==> config.mk <==
export PLATFORM = sky130hd
export DESIGN_NAME = dma_ch_ctrl
export DESIGN_NICKNAME = d
export VERILOG_FILES = /design/src/rtl/dma_pkg.sv /design/src/rtl/dma_burst_split.sv /design/src/rtl/dma_ch_ctrl.sv
export SDC_FILE = /design/constraint.sdc
export NUM_CORES = 1
export LEC_CHECK = 0
export CORE_UTILIZATION = 44
export DETAILED_ROUTE_END_ITERATION = 10
export PLACE_DENSITY = 0.77
export SYNTH_ARGS = -nofsm -noshare
export SYNTH_HDL_FRONTEND = slang
export SYNTH_SLANG_ARGS = --single-unit
==> constraint.sdc <==
create_clock -name clk -period 4.8 [get_ports clk]
set_input_delay 0.48 -clock clk [delete_from_list [all_inputs] [get_ports clk]]
set_output_delay 0.48 -clock clk [all_outputs]
set_load 0.005 [all_outputs]
==> src/rtl/dma_pkg.sv <==
// Shared definitions for the DMA channel sequencer: FSM states and
// fixed datapath/descriptor geometry.
package dma_pkg;

    typedef enum logic [2:0] {
        ST_IDLE      = 3'd0,
        ST_LOAD      = 3'd1,
        ST_RD_CMD    = 3'd2,
        ST_WR_CMD    = 3'd3,
        ST_WAIT_DONE = 3'd4,
        ST_BUF_DONE  = 3'd5,
        ST_FETCH     = 3'd6
    } state_t;

    localparam int DMA_BEAT_BYTES   = 4;
    localparam int DESC_ALIGN_SHIFT = 4;
    localparam int BEAT_SHIFT       = 2;

endpackage

==> src/rtl/dma_burst_split.sv <==
// Burst splitter: clamps the remaining beat count to MAX_BURST and walks the
// read/write addresses forward one burst at a time.
module dma_burst_split #(
    parameter int MAX_BURST  = 16,
    parameter int BEAT_BYTES = 4,
    parameter int LEN_W      = 9
) (
    input  logic             clk,
    input  logic             reset,
    input  logic             load,
    input  logic             advance,
    input  logic [31:0]      rd_start_addr,
    input  logic [31:0]      wr_start_addr,
    input  logic [29:0]      size_beats,
    output logic [31:0]      rd_addr,
    output logic [31:0]      wr_addr,
    output logic [LEN_W-1:0] burst_len,
    output logic             last_burst
);

    logic [31:0] rd_addr_reg;
    logic [31:0] wr_addr_reg;
    logic [29:0] remaining_reg;
    logic [31:0] step;

    always_comb begin
        burst_len = remaining_reg[LEN_W-1:0];
        if (remaining_reg >= 30'(MAX_BURST))
            burst_len = LEN_W'(MAX_BURST);
        step       = 32'(burst_len) * 32'(BEAT_BYTES);
        last_burst = (remaining_reg == 30'(burst_len));
    end

    // Load takes priority; the FSM never asserts both in the same cycle.
    always_ff @(posedge clk or negedge reset) begin
        if (!reset) begin
            rd_addr_reg   <= '0;
            wr_addr_reg   <= '0;
            remaining_reg <= '0;
        end else if (load) begin
            rd_addr_reg   <= rd_start_addr;
            wr_addr_reg   <= wr_start_addr;
            remaining_reg <= size_beats;
        end else if (advance) begin
            rd_addr_reg   <= rd_addr_reg + step;
            wr_addr_reg   <= wr_addr_reg + step;
            remaining_reg <= remaining_reg - 30'(burst_len);
        end
    end

    assign rd_addr = rd_addr_reg;
    assign wr_addr = wr_addr_reg;

endmodule

==> src/rtl/dma_ch_ctrl.sv <==
// DMA channel sequencer: turns regfile descriptors into read/write burst
// commands, follows descriptor chains and reports completion counters.
module dma_ch_ctrl
    import dma_pkg::*;
#(
    parameter int MAX_BURST  = 16,
    parameter int BEAT_BYTES = DMA_BEAT_BYTES,
    parameter int LEN_W      = 9
) (
    input  logic             clk,
    input  logic             reset,
    input  logic [31:0]      rd_start_addr,
    input  logic [31:0]      wr_start_addr,
    input  logic [31:0]      buffer_size,
    input  logic             set_int,
    input  logic             cmd_last,
    input  logic [27:0]      next_addr,
    input  logic             wr_ch_start,
    output logic [15:0]      buffer_count,
    output logic [15:0]      int_count,
    output logic             irq,
    output logic             busy,
    output logic             rd_cmd_valid,
    input  logic             rd_cmd_ready,
    output logic [31:0]      rd_cmd_addr,
    output logic [LEN_W-1:0] rd_cmd_len,
    output logic             wr_cmd_valid,
    input  logic             wr_cmd_ready,
    output logic [31:0]      wr_cmd_addr,
    output logic [LEN_W-1:0] wr_cmd_len,
    input  logic             wr_done,
    output logic             cmd_fetch_req,
    output logic [31:0]      cmd_fetch_addr,
    input  logic             cmd_fetch_ack
);

    state_t      state_reg, state_next;
    logic        desc_load;
    logic        split_advance;
    logic        set_int_reg;
    logic        cmd_last_reg;
    logic [27:0] next_addr_reg;
    logic [15:0] buffer_count_reg;
    logic [15:0] int_count_reg;
    logic [LEN_W-1:0] burst_len;
    logic        last_burst;
    logic        size_zero;
    logic        unused_size_bits;

    assign size_zero        = (buffer_size[31:BEAT_SHIFT] == '0);
    assign unused_size_bits = ^buffer_size[BEAT_SHIFT-1:0];

    dma_burst_split #(
        .MAX_BURST  (MAX_BURST),
        .BEAT_BYTES (BEAT_BYTES),
        .LEN_W      (LEN_W)
    ) u_split (
        .clk           (clk),
        .reset         (reset),
        .load          (desc_load),
        .advance       (split_advance),
        .rd_start_addr (rd_start_addr),
        .wr_start_addr (wr_start_addr),
        .size_beats    (buffer_size[31:BEAT_SHIFT]),
        .rd_addr       (rd_cmd_addr),
        .wr_addr       (wr_cmd_addr),
        .burst_len     (burst_len),
        .last_burst    (last_burst)
    );

    always_ff @(posedge clk or negedge reset) begin
        if (!reset)
            state_reg <= ST_IDLE;
        else
            state_reg <= state_next;
    end

    always_comb begin
        state_next    = state_reg;
        desc_load     = 1'b0;
        split_advance = 1'b0;
        case (state_reg)
            ST_IDLE: begin
                if (wr_ch_start) begin
                    desc_load  = 1'b1;
                    state_next = size_zero ? ST_BUF_DONE : ST_RD_CMD;
                end
            end
            ST_LOAD: begin
                desc_load  = 1'b1;
                state_next = size_zero ? ST_BUF_DONE : ST_RD_CMD;
            end
            ST_RD_CMD:    if (rd_cmd_ready) state_next = ST_WR_CMD;
            ST_WR_CMD:    if (wr_cmd_ready) state_next = ST_WAIT_DONE;
            ST_WAIT_DONE: begin
                if (wr_done) begin
                    split_advance = 1'b1;
                    state_next    = last_burst ? ST_BUF_DONE : ST_RD_CMD;
                end
            end
            ST_BUF_DONE:  state_next = cmd_last_reg ? ST_IDLE : ST_FETCH;
            ST_FETCH:     if (cmd_fetch_ack) state_next = ST_LOAD;
            default:      state_next = ST_IDLE;
        endcase
    end

    // Descriptor attributes are captured together with the addresses/size.
    always_ff @(posedge clk or negedge reset) begin
        if (!reset) begin
            set_int_reg      <= 1'b0;
            cmd_last_reg     <= 1'b0;
            next_addr_reg    <= '0;
            buffer_count_reg <= '0;
            int_count_reg    <= '0;
        end else begin
            if (desc_load) begin
                set_int_reg   <= set_int;
                cmd_last_reg  <= cmd_last;
                next_addr_reg <= next_addr;
            end
            if (state_reg == ST_BUF_DONE) begin
                buffer_count_reg <= buffer_count_reg + 16'd1;
                if (set_int_reg)
                    int_count_reg <= int_count_reg + 16'd1;
            end
        end
    end

    assign buffer_count   = buffer_count_reg;
    assign int_count      = int_count_reg;
    assign irq            = (state_reg == ST_BUF_DONE) && set_int_reg;
    assign busy           = (state_reg != ST_IDLE);
    assign rd_cmd_valid   = (state_reg == ST_RD_CMD);
    assign wr_cmd_valid   = (state_reg == ST_WR_CMD);
    assign rd_cmd_len     = burst_len;
    assign wr_cmd_len     = burst_len;
    assign cmd_fetch_req  = (state_reg == ST_FETCH);
    assign cmd_fetch_addr = {next_addr_reg, {DESC_ALIGN_SHIFT{1'b0}}};

endmodule

==> impl_metrics.json <==
{
  "vias_per_cell": 5.61,
  "gr-total-overflow": 0,
  "p_comb_frac": 0.445,
  "maxSlewViolCount": 0,
  "drc": 0,
  "setup_tns_ns": 0,
  "seqPwrFrac": 0.364,
  "drt_iter0_markers": 492,
  "worstSetupPathType": "flip-flop to flip-flop",
  "rows": 51,
  "tightest_slew_ns": 1.15,
  "drive_gt1_frac": 0.0604,
  "final_cell_mix": "clkdlybuf4s50_1, nand2_1, dfrtp_1",
  "reg2reg_from": "u_split.remaining_reg[14]",
  "dieArea_um2": 20800,
  "diodes": 0,
  "hold_viol": 0,
  "die_h_um": 144,
  "fmax_mhz": 227,
  "synth_edf_count": 0,
  "gpl.final_weighted_congestion": 0.882,
  "finalClockSkew_ns": 0.0143,
  "rsz0062_at_grt": "false",
  "cts_num_sinks": 159,
  "synth_area_leaders": "dfrtp_1, nand2_1, o311ai_0, ha_1, xnor2_1",
  "drtAntennaViolNets": 0,
  "postCtsSetupBuffers": 0,
  "multiInputGateArea_um2": 4650,
  "ys_types": 67,
  "status": "completed",
  "syn_area_um2": 8890,
  "core-area_um2": 19700,
  "grtUsageTotal": 0.251,
  "grt_pass1_wl_um": 40700,
  "mostFrequentLayoutCell": "clkdlybuf4s50_1",
  "cp-start-kind": "flip-flop",
  "avgSynthCellArea_um2": 9.16,
  "maxCapViolations": 0,
  "grt_max_degree": 112,
  "htree_levels": 4,
  "grt_pass1_vias": 8138,
  "clock_path_buffers": 2,
  "clkTransAtPathRegs_ns": 0.07,
  "end_kind": "flip-flop",
  "antenna_found_initial": 0,
  "swShare": 0.388,
  "netSwitchingPower_uw": 2650,
  "insertion_delay_ns": 0.43,
  "root_buffer": "clkbuf_16",
  "io_pins": 284,
  "first_pass_iters": 5,
  "synth_area_leader_cell": "dfrtp_1",
  "async_flop_share": 1.00,
  "ir_drop_v": 0.000325,
  "die_w_um": 144,
  "via_count": 8448,
  "p_per_area_nw_per_um2": 551,
  "pwr-share-clk": 0.191,
  "hpwl_um": 18900,
  "netlist_instances": 971,
  "critPathLaunch": "u_split.remaining_reg[14]",
  "start_util": 0.452,
  "wl_um": 26200,
  "cts_tree": "yes",
  "path_max_fanout": 12,
  "area_delta_synth_final_pct": 39.4,
  "yosysWarnings": 0,
  "numCtsBuffers": 17,
  "maxSlewHeadroom": 0.230,
  "worstPathRequired_ns": 5.11,
  "wl_per_cell_um": 17.4,
  "layout.area.seq_um2": 3980,
  "nets": 1384,
  "io_buffer_count": 269,
  "ys.flop_type": "dfrtp_1",
  "n_fill_cell": 1694,
  "synth-seq-area-share": 0.447,
  "cellLeakagePower_uw": 0.00517,
  "period_minus_slack_ns": 4.40,
  "synth_top_area_frac": 0.447,
  "p_int_uw": 4180,
  "period_share": 0.917,
  "holdWs_ns": 0.120,
  "critical_path_arrival_ns": 4.71,
  "setup_violations": 0,
  "ys_ff_latch": 159,
  "min-delay-path-class": "primary input to asynchronous set/reset pin"
}
==> metrics by stage <==
step | worst slack, ns | power (µW) | utilization | std cells | cell area [µm²]
CTS | 0.258 | 6860 | 0.631 | 1506 | 12400
finish | 0.398 | 6830 | 0.631 | 1506 | 12400
global route | 0.0432 | 7330 | 0.631 | 1506 | 12400
floorplan | 0.690 | 4010 | - | 990 | 8960
global placement | 0.372 | 5430 | 0.602 | 1474 | 11800
detailed placement | 0.262 | 5510 | 0.602 | 1474 | 11800
==> worst max-delay path: stages, from the launching register on <==
cell       delay (ns)
dfrtp_1          0.46
or4_4            0.55
or3_4            0.44
nor4_4           0.46
and2_1           0.30
ha_1             0.32
a211o_1          0.30
a2111oi_1        0.50
o31a_1           0.25
nand2b_1         0.35
o31ai_1          0.11
a221o_1          0.26
==> Yosys cell counts (4+ instances only) <==
cell type and number:
and3_1 13, nor2_1 34, clkbuf_1 39, nor3_1 19, o211ai_1 27, nand4_1 20, a21o_1 12, o21a_1 4
or4_1 9, buf_4 17, a22o_1 5, or2_2 9, a211oi_1 4, mux2i_1 8, nor3b_1 4, nand2b_1 4
dfrtp_1 159, inv_1 14, nor2b_1 8, o21ai_0 35, xnor2_1 29, a221o_1 18, and2_1 9, buf_2 4
nand3_1 38, ha_1 21, nand2_1 212, a22oi_1 25, mux2_2 4, nor4_1 12, o311ai_0 35, a21oi_1 34
xor2_1 16, or3_1 10, buf_1 5
==> layout make-up <==
type	count	share of cell area
clock buffers	19	0.0357
clock inverters	13	0.00989
multi-input cells	752	0.375
repair buffers	284	0.227
well taps	265	0.0267
inverters	14	0.00424
flip-flops and latches	159	0.321
==> metal layers <==
metal	share of wire	wire length, µm	vias up	track usage
met3	0.080	2090	26	0.0689
met1	0.42	11100	4035	0.309
met2	0.48	12600	322	0.423
met4	0.015	403	0	0.0886
met5	0	0	-	0
li1	-	-	4065	-
==> power by group through the flow <==
stage / Sequential [µW] / Clock, µW / Combinational (µW)
4_1_cts: 2480 / 1340 / 3050
2_1_floorplan: 2360 / 0 / 1650
5_1_grt: 2580 / 1380 / 3370
3_3_place_gp: 2470 / 0 / 2960
6_report: 2490 / 1300 / 3040
3_5_place_dp: 2480 / 0 / 3030
==> kinds of logic (layout without fill, tap and decap cells) <==
group | after synthesis | after routing | synth area share
and+or+nand+nor | 420 | 420 | 0.229
AOI/OAI and AO/OA | 231 | 231 | 0.189
DFF | 159 | 159 | 0.447
xor gates and xnor gates | 45 | 45 | 0.0443
adders and majority gates | 23 | 23 | 0.0341
other | 2 | 21 | 0.000845
muxes | 12 | 12 | 0.0141
buffers and inverters | 79 | 330 | 0.0411
==> worst paths after layout <==
path,slack [ns],cells past startpoint,endpoint
max,0.40,11,u_split.wr_addr[14]
min,0.12,1,next_addr_reg[27]
max reg2reg,0.40,11,u_split.wr_addr[14]
min reg2reg,0.47,2,set_int_reg
max in group asynchronous,3.61,2,u_split.remaining_reg[29]
min in group clk,0.47,2,set_int_reg
==> repair_timing <==
action,in CTS,in global routing
setup endpoints to repair,0,4
resized for setup,0,1
hold buffers,0,0
Note: power is estimated with default switching activity, not from simulation.
==> edit (same settings) <==
Make the reset (`reset`) synchronous in 3 clocked blocks.
--- a/src/rtl/dma_burst_split.sv
+++ b/src/rtl/dma_burst_split.sv
@@ -32,7 +32,7 @@
     end
 
     // Load takes priority; the FSM never asserts both in the same cycle.
-    always_ff @(posedge clk or negedge reset) begin
+    always_ff @(posedge clk) begin
         if (!reset) begin
             rd_addr_reg   <= '0;
             wr_addr_reg   <= '0;
--- a/src/rtl/dma_ch_ctrl.sv
+++ b/src/rtl/dma_ch_ctrl.sv
@@ -68,7 +68,7 @@
         .last_burst    (last_burst)
     );
 
-    always_ff @(posedge clk or negedge reset) begin
+    always_ff @(posedge clk) begin
         if (!reset)
             state_reg <= ST_IDLE;
         else
@@ -105,7 +105,7 @@
     end
 
     // Descriptor attributes are captured together with the addresses/size.
-    always_ff @(posedge clk or negedge reset) begin
+    always_ff @(posedge clk) begin
         if (!reset) begin
             set_int_reg      <= 1'b0;
             cmd_last_reg     <= 1'b0;
Formal check against the unedited RTL: differs if reset is asserted again (counterexample within 4 cycles, from zero or initial values and one cycle with reset low); with reset held inactive, the same outputs for 4 cycles.
==> edit against the original RTL <==
  * Cell count up 8.4%
  * Sequential share of layout area shrank 6.0 points
  * Sequential cell count stayed put
  * Utilization is 0.49 points lower
  * Routed wire length increased by 5.2%
  * Design area fell by 1.4%
  * Worst setup slack worse by 0.0087 ns
  * Synthesized area down 1.2%
Power is not compared: it rests on default switching activity, and its combinational part moved more than twofold at a synthesized area within 25%.
==> edit: results (changes against the original RTL) <==
Timing
  – Worst-case headroom to the max-slew limit: 20.8% (-2.3 points)
  – Final setup skew: 0.00814 ns (-0.00614 ns)

Finish
  – Final sequential cell count: 159 (unchanged)
  – Number of nets in the finished design: 1512 (+9.2%)
  – Register share of the cell area: 26.0% (-6.0 points)
  – Fin util: 62.6% (-0.49 points)
  – Multi-input combinational gate total: 874 (+16%)
  – Non-filler cells, final: 1633 (+8.4%)
  – Layout fillers: 1761 (+4.0%)
  – Fraction of area in clock buffers and inverters: 4.76% (+0.20 points)
  – Fraction of layout instances using a drive strength above 1: 5.63% (-0.41 points)
  – NonClk Buf Share: 23.3% (+0.52 points)

Routing
  – Routed length on met1: 11.7 mm (+5.3%)
  – DR iter-0 viols: 670 (+36%)
  – Routed via count divided by cell count: 5.69 (+1.5%)
  – Average wire length per cell after detail routing: 16.9 um (-3.0%)

GRT
  – Wire length of the first global-routing pass: 42.5 mm (+4.5%)
  – Global-route track usage on met2: 43.4% (+1.2 points)
  – Global router's overall resource usage: 26.1% (+0.97 points)
  – Largest net degree at the start of global routing: 109 (-2.7%)
  – Fraction of met1 tracks used by global routing: 32.9% (+2.0 points)

Yosys
  – Async S/R FF share, synth: 0% (-100 points)
  – Post-synth cell types: 81 (+21%)
  – Instance count of the mapped netlist: 1118 (+15%)

Setup path
  – Critical Path Max Stage Delay: 0.65 ns (+0.10 ns)
  – Crit Path Max Fanout: 8 (-4)
  – Arrival time of the worst setup path: 4.75 ns (+0.04 ns)

Outcome
  – Result of the run: complete, no violations

Place
  – Area after DPL: 11600 um2 (-1.6%)
  – Global placement routability congestion: 0.940 (+6.5%)
## edit: cell count changes after synthesis, moves of 11 or more
cell,change
sky130_fd_sc_hd__a21oi_1,+82
sky130_fd_sc_hd__or3_1,+11
sky130_fd_sc_hd__dfrtp_1,-159
sky130_fd_sc_hd__a221o_1,-17
sky130_fd_sc_hd__o21a_1,+11
sky130_fd_sc_hd__nand2_1,-39
sky130_fd_sc_hd__a31oi_1,+21
sky130_fd_sc_hd__xnor2_1,-13
sky130_fd_sc_hd__dfxtp_1,+159
sky130_fd_sc_hd__clkbuf_1,+23
sky130_fd_sc_hd__nor2_1,+47
sky130_fd_sc_hd__o21ai_0,+15
sky130_fd_sc_hd__o311ai_0,-26
## edit: logic make-up after synthesis
group                      Yosys count  synth area share, %
xor gates and xnor gates            36                 3.59
AOI/OAI and AO/OA                  349                 26.3
DFF                                159                 36.2
adders and majority gates           23                 3.45
buffers and inverters              104                 5.34
muxes                                8                0.954
other                                2               0.0855
and+or+nand+nor                    437                 24.0
